--- src/rtl/fifo_pkg.sv ---
// Shared types and Gray/binary helpers for the async FIFO pointer path.
// Helpers work on a fixed maximum width; callers zero-extend and cast back.
package fifo_pkg;

   localparam int PTR_MAX_W = 32;

   typedef enum logic [0:0] {
      SYNC_FILL = 1'b0,
      SYNC_RUN  = 1'b1
   } sync_state_e;

   function automatic logic [PTR_MAX_W-1:0] gray2bin(input logic [PTR_MAX_W-1:0] gray);
      logic [PTR_MAX_W-1:0] bin;
      bin[PTR_MAX_W-1] = gray[PTR_MAX_W-1];
      for (int i = PTR_MAX_W - 2; i >= 0; i--) begin
         bin[i] = bin[i+1] ^ gray[i];
      end
      return bin;
   endfunction

   function automatic logic [PTR_MAX_W-1:0] bin2gray(input logic [PTR_MAX_W-1:0] bin);
      return bin ^ (bin >> 1);
   endfunction

   // Clearing the lowest set bit leaves something only if two or more bits differ.
   function automatic logic multi_bit_change(input logic [PTR_MAX_W-1:0] a,
                                             input logic [PTR_MAX_W-1:0] b);
      logic [PTR_MAX_W-1:0] diff;
      diff = a ^ b;
      return (diff & (diff - 1'b1)) != '0;
   endfunction

endpackage

--- src/rtl/sync_stage_chain.sv ---
// Plain multi-flop synchronizer chain; the only logic that samples the foreign-domain bus.
// Timing constraints for the clock crossing target the stage register here.
module sync_stage_chain #(
   parameter int WIDTH  = 5,
   parameter int STAGES = 2
) (
   input  logic             clk,
   input  logic             rst,
   input  logic [WIDTH-1:0] d,
   output logic [WIDTH-1:0] q
);

   (* ASYNC_REG = "TRUE" *) logic [STAGES-1:0][WIDTH-1:0] stage;

   always_ff @(posedge clk or posedge rst) begin
      if (rst) begin
         stage <= '0;
      end else begin
         stage <= {stage[STAGES-2:0], d};
      end
   end

   assign q = stage[STAGES-1];

endmodule

--- src/rtl/gray_ptr_sync.sv ---
// Gray pointer synchronizer with binary conversion, advance count, post-reset fill
// tracking and Gray-integrity checking. One instance per side of the async FIFO.
module gray_ptr_sync
   import fifo_pkg::*;
#(
   parameter int ADDR_SIZE   = 4,
   parameter int SYNC_STAGES = 2,
   parameter int ERR_CNT_W   = 8
) (
   input  logic                 dst_clk,
   input  logic                 dst_rst,
   input  logic [ADDR_SIZE:0]   src_ptr_gray,
   input  logic                 err_clr,
   output logic [ADDR_SIZE:0]   sync_ptr_gray,
   output logic [ADDR_SIZE:0]   sync_ptr_bin,
   output logic [ADDR_SIZE:0]   ptr_delta,
   output logic                 sync_valid,
   output logic                 gray_err,
   output logic [ERR_CNT_W-1:0] gray_err_cnt
);

   localparam int PTR_W  = ADDR_SIZE + 1;
   localparam int FILL_W = 3;

   generate
      if (SYNC_STAGES < 2 || SYNC_STAGES > 4 || PTR_W > PTR_MAX_W) begin : g_bad_params
         $error("gray_ptr_sync: SYNC_STAGES must be 2..4 and ADDR_SIZE+1 <= %0d", PTR_MAX_W);
      end
   endgenerate

   sync_state_e       state;
   logic [FILL_W-1:0] fill_cnt;
   logic [PTR_W-1:0]  bin_next;
   logic              violation;
   logic              running;

   sync_stage_chain #(
      .WIDTH  (PTR_W),
      .STAGES (SYNC_STAGES)
   ) u_chain (
      .clk (dst_clk),
      .rst (dst_rst),
      .d   (src_ptr_gray),
      .q   (sync_ptr_gray)
   );

   assign running    = (state == SYNC_RUN);
   assign sync_valid = running;
   assign bin_next   = PTR_W'(gray2bin(PTR_MAX_W'(sync_ptr_gray)));

   // sync_ptr_bin still holds the previous sample, so its Gray form is last cycle's sync_ptr_gray.
   assign violation  = running &&
                       multi_bit_change(PTR_MAX_W'(sync_ptr_gray),
                                        bin2gray(PTR_MAX_W'(sync_ptr_bin)));

   always_ff @(posedge dst_clk or posedge dst_rst) begin
      if (dst_rst) begin
         state    <= SYNC_FILL;
         fill_cnt <= '0;
      end else if (state == SYNC_FILL) begin
         fill_cnt <= fill_cnt + 1'b1;
         if (fill_cnt == FILL_W'(SYNC_STAGES)) begin
            state <= SYNC_RUN;
         end
      end
   end

   always_ff @(posedge dst_clk or posedge dst_rst) begin
      if (dst_rst) begin
         sync_ptr_bin <= '0;
         ptr_delta    <= '0;
      end else begin
         sync_ptr_bin <= bin_next;
         ptr_delta    <= running ? (bin_next - sync_ptr_bin) : '0;
      end
   end

   // A clear coinciding with a violation wipes history first, then records this violation.
   always_ff @(posedge dst_clk or posedge dst_rst) begin
      if (dst_rst) begin
         gray_err     <= 1'b0;
         gray_err_cnt <= '0;
      end else if (err_clr) begin
         gray_err     <= violation;
         gray_err_cnt <= violation ? ERR_CNT_W'(1) : '0;
      end else if (violation) begin
         gray_err <= 1'b1;
         if (gray_err_cnt != '1) begin
            gray_err_cnt <= gray_err_cnt + 1'b1;
         end
      end
   end

endmodule

--- config.mk ---
export PLATFORM = sky130hd
export DESIGN_NAME = gray_ptr_sync
export DESIGN_NICKNAME = d
export VERILOG_FILES = /design/src/rtl/fifo_pkg.sv /design/src/rtl/sync_stage_chain.sv /design/src/rtl/gray_ptr_sync.sv
export SDC_FILE = /design/constraint.sdc
export NUM_CORES = 1
export LEC_CHECK = 0
export CORE_UTILIZATION = 45
export DETAILED_ROUTE_END_ITERATION = 10
export PLACE_DENSITY = 0.71
export SLEW_MARGIN = 30
export SYNTH_ARGS = -nofsm -noshare
export SYNTH_HDL_FRONTEND = slang
export SYNTH_SLANG_ARGS = --single-unit
--- constraint.sdc ---
create_clock -name dst_clk -period 2.95 [get_ports dst_clk]
set_input_delay 0.59 -clock dst_clk [delete_from_list [all_inputs] [get_ports dst_clk]]
set_output_delay 0.59 -clock dst_clk [all_outputs]
set_load 0.01 [all_outputs]
* Word-level counts from Yosys, hierarchy flattened *
Index checks and enable logic that the tools add are counted.

word-level totals
  input bits = 8
  word-level logic and storage cells = 35
  output and inout bits = 25
  register bits after elaboration = 33

cells by class
  eq/ne operators = 2
  bitwise logic cells = 7
  reduce and logical (&&, ||, !) cells = 5
  add/sub/neg operators = 4
  mux-type cells = 9

operators with widths
  cell                                                                   number
  5-bit by 32-bit bitwise AND with 32-bit output                         1
  32-bit nonzero test                                                    1
  8-bit 2-to-1 mux                                                       3
  8-bit by 1-bit adder with 8-bit output, second input constant          1
  8-bit != test, second input constant                                   1
  5-bit by 1-bit subtractor with 6-bit output, second input constant     1
  1-bit 2-to-1 mux                                                       5
  5-bit 2-to-1 mux                                                       1
  5-bit subtractor                                                       1
  5-bit by 4-bit XOR with 5-bit output                                   1
  5-bit XOR                                                              1
  2-bit nonzero test                                                     2
  1-bit XOR                                                              4
  3-bit by 1-bit adder with 3-bit output, second input constant          1
  3-bit by 2-bit equality test with 1-bit output, second input constant  1
  2-bit AND reduction                                                    1
  1-bit logical AND                                                      1

* Logic depth before layout (Yosys ltp) *
Gate-level depths: netlist of run 1.

  depth in word-level cells = 8
  mapped depth = 12
  gate-level depth less buffers = 11

* By module *
Synthesis of run 1 repeated with hierarchy kept, for this count alone.

unflattened totals
  cell total of the unflattened synthesis = 160
  area total of the unflattened synthesis = 1669.1 µm²

modules (own cells, without submodules)
  module            cells an instance  sequential area each (µm²)  area an instance (µm²)  instances
  gray_ptr_sync     144                575.6                       1377.6                  1
  sync_stage_chain  16                 250.2                       291.5                   1

* Least setup slack after synthesis of run 1 *
OpenSTA, ideal clock, no wires.

  kind = reg2reg
  start point = reg u_chain.stage (netlist bit u_chain.q[4])
  end point = reg ptr_delta[4]
  data required time = 2830 ps
  library setup time = 120 ps
  path buffers = 1
  cell stages (with the launch flop) = 13
  period minus slack after synthesis = 2576 ps
  arrival time = 2456 ps
  setup slack = 374 ps
  cell sequence = dfrtp_1 -> buf_2 -> xor2_1 -> xnor2_1 -> xor2_1 -> xor2_1 -> ha_1 -> inv_1 -> fa_1 -> a21o_1 -> a21oi_1 -> xnor2_1 -> nor2_1

on the way
  longest elaborated chain between the ends = 6

ends and longest elaborated chain
  item                     RTL line                source
  from (decl)              sync_stage_chain.sv:13  (* ASYNC_REG = "TRUE" *) logic [STAGES-1:0][WIDTH-1:0] stage;
  from (signal assigned)   sync_stage_chain.sv:19  stage <= {stage[STAGES-2:0], d};
  1-bit XOR (*)            fifo_pkg.sv:16          bin[i] = bin[i+1] ^ gray[i];
  net bin_next[3]          gray_ptr_sync.sv:33     logic [PTR_W-1:0] bin_next;
  1-bit XOR (3 in series)  fifo_pkg.sv:16
  5-bit subtractor (*)     gray_ptr_sync.sv:74     ptr_delta <= running ? (bin_next - sync_ptr_bin) : '0;
  5-bit 2-to-1 mux (*)     gray_ptr_sync.sv:74
  to (signal assigned)     gray_ptr_sync.sv:74
  to (decl)                gray_ptr_sync.sv:16     output logic [ADDR_SIZE:0] ptr_delta,

Mark *: on every way through the listed nets, which the timed path passes. The rest lies on a longest branch.
A chain may end at the register's enable or synchronous reset.

* Worst setup path after layout of run 1 *
  start point = reg u_chain.stage (netlist bit u_chain.q[3])
  end point = reg ptr_delta[4]

Same word-level chain as after synthesis.

==> flow_summary_export.csv, run 1 <==
group,metric,value,unit
layout,area.growth.synth_to_final,26.72,%
worst_setup_path,worstSetupPathType,"reg2reg",
yosys,synth_ff_type,"dfrtp_1",
yosys,synthArstFlopShare,100.0,%
timing,slew_violations,0,
die,fp.dieH,62.35,µm
clock_tree,cts_inserted_buffers,5,
timing,grt_setup_unrepaired,"false",
die,io_pins,33,
timing,fin_crit,2.627,ns
place,hpwl,2.082,mm
timing,fin_skew,0.01124,ns
layout,finish.utilization,60.81,%
power_and_ir_drop,power_frac_clock,26.0,%
global_routing,antenna_found_initial,0,
global_routing,grt_max_degree,34,
place,place_congestion,0.7928,
worst_setup_path,timing.critical_path.max_delay_family,"XOR/XNOR gates",
worst_setup_path,slowest_delay,0.49,ns
timing,period_share,89.06,%
run_status,outcome,"completed",
clock_tree,htreeDepth,2,
route,drt-wirelength-per-cell,12.17,µm
route,routed_wirelength,2.786,mm
layout,insertedDiodeCount,0,
yosys,synth_top_area_share,50.38,%
power_and_ir_drop,intPower,960.6,µW
power_and_ir_drop,power_frac_comb,31.3,%
route,drt_iter0_markers,53,
power_and_ir_drop,ir_worst_vdd,0.3994,mV
timing,hold_viol_final,0,
global_routing,grt.total_usage,16.79,%
layout,layout-drive-gt1-share,10.38,%
timing,worstMarginPinSlew,0.4026,ns
job,timing.max_cap.violations,0,
clock_tree,clkSinkCount,33,
clock_tree,clkLatencyLatePin,0.33,ns
die,core_area,3416,µm²
place,numPortBuffers,32,
clock_tree,root_buffer,"clkbuf_4",
yosys,synth_top_family_by_area,"simple AND/OR/NAND/NOR gates",
layout,fin_nets,198,
yosys,synth-simple-area-share,14.81,%
yosys,postSynthCellCount,149,
route,firstDrtPassIters,4,
die,chipWidth,62.35,µm
yosys,ys_ff_latch,33,
clock_tree,clk_path_buf_depth,2,
yosys,yosysUniqueCellTypes,38,
worst_setup_path,path_max_fanout,9,
route,vias_per_cell,4.852,
clock_tree,cts_tree,"built",
global_routing,grt_pass1_vias,1138,
yosys,synth_most_common_cell,"dfrtp_1",
worst_setup_path,cp_cell_sequence,"xor2_2, xnor2_1, xor2_1, xor2_1, ha_1, inv_1, fa_1, a21o_1, a21oi_1, xnor2_1, nor2_1",
die,die-area,3888,µm²
power_and_ir_drop,power_density,646.7,nW/µm²
yosys,synth_warnings,0,
global_routing,grt_pass1_wl,4.968,mm
timing,clock.fmax,380.6,MHz
die,rows,21,
worst_setup_path,required,3.18,ns
yosys,synth-edff-count,0,
yosys,ys_seq_area_share,50.38,%
route,num_vias,1111,
worst_setup_path,cp.arrival,2.86,ns
yosys,synth_common_cells,"dfrtp_1 (33), inv_1 (13), nor2_1 (13)",
power_and_ir_drop,leakagePower,0.9345,nW
yosys,synthMuxAreaShare,4.046,%
yosys,yosys.area.top_type,"dfrtp_1",
power_and_ir_drop,power_frac_seq,42.7,%
die,initial_core_util,47.99,%
global_routing,grt_overflow,0,
power_and_ir_drop,p_sw,382.5,µW
power_and_ir_drop,netSwitchingFraction,28.48,%
yosys,synth_area_leaders,"dfrtp_1 (50%), ha_1 (5.3%), xnor2_1 (4.3%)",
yosys,synth_area,1639,µm²
yosys,synth-xor-area-share,7.939,%
timing,slew-limit-headroom,73.16,%
clock_tree,clk_pin_slew,0.10,ns
route,drc,0,
yosys,avgSynthCellArea,11.00,µm²
timing,setup_viol_count_final,0,
yosys,synth_fa_ha_area_share,7.252,%
worst_setup_path,endpoint_kind,"flip-flop",
yosys,synth_compound_area_share,9.237,%
yosys,syn-num-nets,165,
min_path,hp-class,"reg2reg",
worst_setup_path,start_kind,"flip-flop",
timing,tns,0,ns
layout,multiInputGateArea,716.9,µm²
layout,seq_area,825.8,µm²
worst_setup_path,slowest_stage,"dfrtp_1",
route,ant_nets,0,
layout,nFillCells,304,
worst_setup_path,cp_num_buf_inv,1,
==> through the flow <==
step | hold slack [ns] | instance area (µm²) | worst slack [ns] | cells | power (mW)
after floorplan | 0.3312 | 1639 | 0.3737 | 149 | 0.8210
after global placement | 0.3320 | 1984 | 0.3380 | 221 | 0.9963
after detailed placement | 0.3347 | 1984 | 0.2714 | 221 | 1.010
after CTS | 0.3589 | 2069 | 0.2669 | 229 | 1.366
after global routing | 0.3624 | 2077 | 0.02819 | 229 | 1.438
final | 0.3548 | 2077 | 0.3226 | 229 | 1.343
==> area by class of cell <==
type	instances	share of cell area [%]
clock buffer	7	2.651
clock inverter	1	1.446
inverter	13	2.349
multi-input combinational	94	34.52
sequential	33	39.76
tap	46	2.771
timing repair buffer	35	16.51
==> metal layers <==
| layer | wire length (µm) | vias up | GRT usage (%) |
|---|---|---|---|
| met5 | 0 | - | 0 |
| met4 | 74 | 0 | 9.884 |
| met3 | 135 | 10 | 4.412 |
| met2 | 1333 | 30 | 27.06 |
| met1 | 1242 | 519 | 20.22 |
| li1 | - | 552 | - |
==> power groups by stage <==
| stage | clock [mW] | sequential, mW | combinational, mW |
|---|---|---|---|
| finish | 0.350 | 0.573 | 0.421 |
| global route | 0.385 | 0.584 | 0.469 |
| CTS | 0.364 | 0.573 | 0.429 |
| detailed placement | 0 | 0.583 | 0.427 |
| global placement | 0 | 0.580 | 0.416 |
| floorplan | 0 | 0.608 | 0.213 |
==> state kept, by name, summed over array words and instances (netlist names) <==
| name | flops |
|---|---|
| u_chain.stage | 5 |
| gray_err | 1 |
| u_chain.q | 5 |
| ptr_delta | 5 |
| gray_err_cnt | 8 |
| fill_cnt | 3 |
| sync_valid | 1 |
| sync_ptr_bin | 5 |
==> cell families after synthesis <==
group / count (synthesis)
AND/OR/NAND/NOR: 44
flip-flops: 33
buffers and inverters: 22
AO/OA/AOI/OAI: 21
XOR/XNOR: 14
adder cells (fa/ha/maj): 9
multiplexers: 6
==> repair_timing <==
action                                  in CTS  in global routing
setup buffers                                0                  0
resized for setup                            0                  1
endpoints found under the setup margin       0                  1
hold buffers                                 0                  0
==> layout by cell type, fill, tap and decap left out, types with 2 or more instances in the layout <==
master	instances
dfrtp_1	33
clkdlybuf4s50_1	32
inv_1	13
nor2_1	13
xnor2_1	8
ha_1	7
nor2b_1	6
nand2_1	5
o21ai_0	5
nand3_1	5
clkbuf_4	5
xor2_1	4
a21oi_1	4
nand2b_1	4
mux2_2	4
a21o_1	3
buf_4	3
xor2_2	2
nand3b_1	2
or3_1	2
a211oi_1	2
nor3_1	2
==> worst paths after layout <==
| path | slack (ns) | cells past startpoint | endpoint | start |
|---|---|---|---|---|
| min in group asynchronous | 0.64 | 3 | u_chain.stage[0]$_DFF_PP0_ | dst_rst |
| max reg2reg | 0.32 | 11 | ptr_delta[4]$_DFF_PP0_ | u_chain.q[3]$_DFF_PP0_ |
| min reg2reg | 0.35 | 0 | u_chain.q[2]$_DFF_PP0_ | u_chain.stage[2]$_DFF_PP0_ |
| max | 0.32 | 11 | ptr_delta[4]$_DFF_PP0_ | u_chain.q[3]$_DFF_PP0_ |
| max in group asynchronous | 2.02 | 3 | gray_err_cnt[7]$_DFFE_PP0P_ | dst_rst |
| min | 0.35 | 0 | u_chain.q[2]$_DFF_PP0_ | u_chain.stage[2]$_DFF_PP0_ |
Note: power is estimated with default switching activity, not from simulation.
==> run 2: changes to the inputs <==
--- a/config.mk
+++ b/config.mk
@@ -8,7 +8,7 @@
 export CORE_UTILIZATION = 45
 export DETAILED_ROUTE_END_ITERATION = 10
 export PLACE_DENSITY = 0.71
-export SLEW_MARGIN = 30
 export SYNTH_ARGS = -nofsm -noshare
 export SYNTH_HDL_FRONTEND = slang
+export SYNTH_HIERARCHICAL = 1
 export SYNTH_SLANG_ARGS = --single-unit
==> run 2 against run 1 <==
Cell area up 1.6%. Die area up 1.8%. Hold slack lost 0.0055 ns. Largest power group unchanged. Synthesized area increased by 1.8%.
==> flow_summary_export.csv, run 2 <==
group,metric,value,unit
worst_setup_path,endpoint,"ptr_delta[4]$_DFF_PP0_",
clock_tree,htreeDepth,2,
route,routed_wirelength,3.201,mm
worst_setup_path,r2r_end,"ptr_delta[4]$_DFF_PP0_",
clock_tree,clkLatencyLatePin,0.29,ns
yosys,synth_area,1669,µm²
worst_setup_path,required,3.12,ns
route,firstDrtPassIters,4,
timing,worstMarginPinSlew,0.9149,ns
yosys,avgSynthCellArea,10.43,µm²
yosys,yosys.area.top_type,"dfrtp_1",
timing,timing.hold.ws,0.3493,ns
layout,nFillCells,285,
layout,seq_area,827.0,µm²
worst_setup_path,reg2reg_depth,11,
route,num_vias,1223,
timing,hold_viol_final,0,
die,die-area,3956,µm²
die,rows,21,
min_path,hp-class,"reg2reg",
run_status,outcome,"completed",
clock_tree,root_buffer,"clkbuf_8",
worst_setup_path,r2r_slack,0.20,ns
layout,mostFrequentLayoutCells,"dfrtp_1 (32), clkdlybuf4s50_1 (32), inv_1 (16)",
layout,area.growth.synth_to_final,26.46,%
timing,slew-limit-headroom,38.94,%
global_routing,grt_pass1_vias,1266,
clock_tree,clk_path_buf_depth,2,
yosys,synth_warnings,6,
worst_setup_path,start_kind,"flip-flop",
die,core_area,3442,µm²
job,timing.max_cap.violations,0,
yosys,synth-edff-count,0,
worst_setup_path,startpoint,"u_chain/q[3]$_DFF_PP0_",
global_routing,grt.total_usage,18.63,%
yosys,synth_most_common_cell,"dfrtp_1",
power_and_ir_drop,power_density,691.0,nW/µm²
timing,tns,0,ns
timing,fin_skew,0.004942,ns
route,drc,0,
global_routing,grt_pass1_wl,5.644,mm
layout,layout-drive-gt1-share,9.474,%
timing,slew_violations,0,
route,drt-wirelength-per-cell,13.56,µm
clock_tree,clk_pin_slew,0.07,ns
layout,multiInputGateArea,706.9,µm²
yosys,synth_common_cells,"dfrtp_1 (33), inv_1 (16), nand2_1 (11)",
worst_setup_path,r2r_start,"u_chain/q[3]$_DFF_PP0_",
timing,clock.fmax,363.5,MHz
power_and_ir_drop,ir_worst_vdd,0.3430,mV
clock_tree,cts_tree,"built",
yosys,postSynthCellCount,160,
place,numPortBuffers,32,
worst_setup_path,endpoint_kind,"flip-flop",
worst_setup_path,worstSetupPathType,"reg2reg",
yosys,synth_area_leaders,"dfrtp_1 (49%), ha_1 (5.2%), xor2_1 (3.7%)",
global_routing,grt_use_met1,22.55,%
global_routing,met2_usage,31.18,%
global_routing,grt.busiest_layer,"met2",
timing,grt_setup_unrepaired,"false",
yosys,synth_ff_type,"dfrtp_1",
die,chipWidth,62.90,µm
yosys,ys_ff_latch,33,
clock_tree,cts_inserted_buffers,5,
power_and_ir_drop,leakagePower,0.8966,nW
global_routing,use_met3,6.387,%
worst_setup_path,path_max_fanout,9,
global_routing,grt_max_degree,24,
place,hpwl,2.302,mm
layout,largest_reg_flops,8,
timing,fin_crit,2.751,ns
timing,period_share,93.26,%
layout,fin_nets,205,
worst_setup_path,cp.arrival,2.92,ns
yosys,synthArstFlopShare,100.0,%
yosys,synth_top_area_share,49.48,%
die,io_pins,33,
timing,setup_viol_count_final,0,
layout,insertedDiodeCount,0,
global_routing,antenna_found_initial,0,
yosys,ys_seq_area_share,49.48,%
yosys,syn-num-nets,176,
clock_tree,clkSinkCount,33,
yosys,yosysUniqueCellTypes,41,
place,place_congestion,0.7912,
die,initial_core_util,48.49,%
die,fp.dieH,62.90,µm
route,ant_nets,0,
clock_tree,cts_hold_buf,0,
layout,largest-register,"gray_err_cnt",
route,drt_iter0_markers,89,
route,vias_per_cell,5.182,
global_routing,grt_overflow,0,
==> run 2: cell types whose count changed in the layout (fill, tap and decap cells not counted), moves of 3 or more <==
cell / delta
o31ai_1: +4
inv_1: +3
clkbuf_4: -5
nand3_1: +4
or4_1: +4
a21oi_1: +4
nand2_1: +6
nor2b_1: -5
xor2_1: +3
or3_1: +3
nand2b_1: -4
clkbuf_8: +5
mux2_2: -3
nor2_1: -4
==> run 2: layout make-up <==
type                       count  share of cell area, %
inverter                      17                  3.023
multi-input combinational     98                  33.49
tap                           46                  2.727
timing repair buffer          34                  15.89
sequential                    33                  39.18
clock inverter                 2                  1.778
clock buffer                   6                  3.912
==> run 2: metal layers <==
layer / part of all wire [%] / wire (µm) / up-vias
met1: 44 / 1407 / 595
met5: 0 / 0 / -
li1: - / - / 594
met3: 4.0 / 127 / 4
met2: 51 / 1641 / 30
met4: 0.72 / 23 / 0
==> run 2: report_power, final <==
part | internal [mW] | leakage [nW] | switching, mW | total (mW)
clock | 0.275 | 0.0574 | 0.171 | 0.445
combinational | 0.227 | 0.450 | 0.206 | 0.432
sequential | 0.522 | 0.389 | 0.0586 | 0.581
==> run 2: repair_timing <==
action | 4_1_cts | 5_1_grt
gates resized for setup | 0 | 1
buffers inserted | 0 | 0
setup endpoints to repair | 0 | 1
endpoints found under the hold margin | 0 | 0
==> run 2: how the worst min path moves through the flow <==
stage / slack [ns] / from / endpoint / cells past startpoint
6_report: 0.35 / u_chain/stage[2]$_DFF_PP0_ / u_chain/q[2]$_DFF_PP0_ / 0
5_1_grt: 0.35 / u_chain/stage[3]$_DFF_PP0_ / u_chain/q[3]$_DFF_PP0_ / 0
4_1_cts: 0.35 / u_chain/stage[2]$_DFF_PP0_ / u_chain/q[2]$_DFF_PP0_ / 0
3_5_place_dp: 0.33 / u_chain/stage[2]$_DFF_PP0_ / u_chain/q[2]$_DFF_PP0_ / 0
3_3_place_gp: 0.33 / u_chain/stage[1]$_DFF_PP0_ / u_chain/q[1]$_DFF_PP0_ / 0
2_1_floorplan: 0.33 / u_chain/stage[0]$_DFF_PP0_ / u_chain/q[0]$_DFF_PP0_ / 0
==> run 2: cells by family (layout without fill, tap and decap cells) <==
logic type | count (synthesis) | after routing | synth area share, %
and+or+nand+nor | 47 | 47 | 14.32
muxes | 2 | 2 | 1.274
buffers and inverters | 29 | 59 | 8.170
adders and majority gates | 8 | 8 | 6.447
AOI/OAI and AO/OA | 27 | 27 | 12.52
xor gates and xnor gates | 14 | 14 | 7.796
DFF | 33 | 33 | 49.48
==> run 2: critical path, stage by stage, from the launching register on <==
cell     delay, ns
dfrtp_2       0.47
xor2_1        0.28
xnor2_1       0.20
xor2_1        0.26
xor2_1        0.23
ha_1          0.17
inv_1         0.06
fa_1          0.40
a21o_1        0.20
a21oi_1       0.17
xnor2_1       0.13
nor2_1        0.06
==> run 2: through the flow <==
step	cells	power, mW	setup WS (ns)	instance area (µm²)	util [%]
2_1_floorplan	160	0.8318	0.2293	1669	-
3_3_place_gp	228	1.009	0.3229	1989	57.80
3_5_place_dp	228	1.020	0.1907	1989	57.80
4_1_cts	236	1.471	0.1537	2110	61.29
5_1_grt	236	1.540	0.007055	2111	61.32
6_report	236	1.458	0.1988	2111	61.32
==> run 3: changes to the inputs <==
--- a/config.mk
+++ b/config.mk
@@ -7,6 +7,7 @@
 export LEC_CHECK = 0
 export CORE_UTILIZATION = 45
 export DETAILED_ROUTE_END_ITERATION = 10
+export GPL_ROUTABILITY_DRIVEN = 0
 export PLACE_DENSITY = 0.71
 export SYNTH_ARGS = -nofsm -noshare
 export SYNTH_HDL_FRONTEND = slang
==> results of run 3 <==
No change in the layout: final DEF, timing and power equal those of run 2.
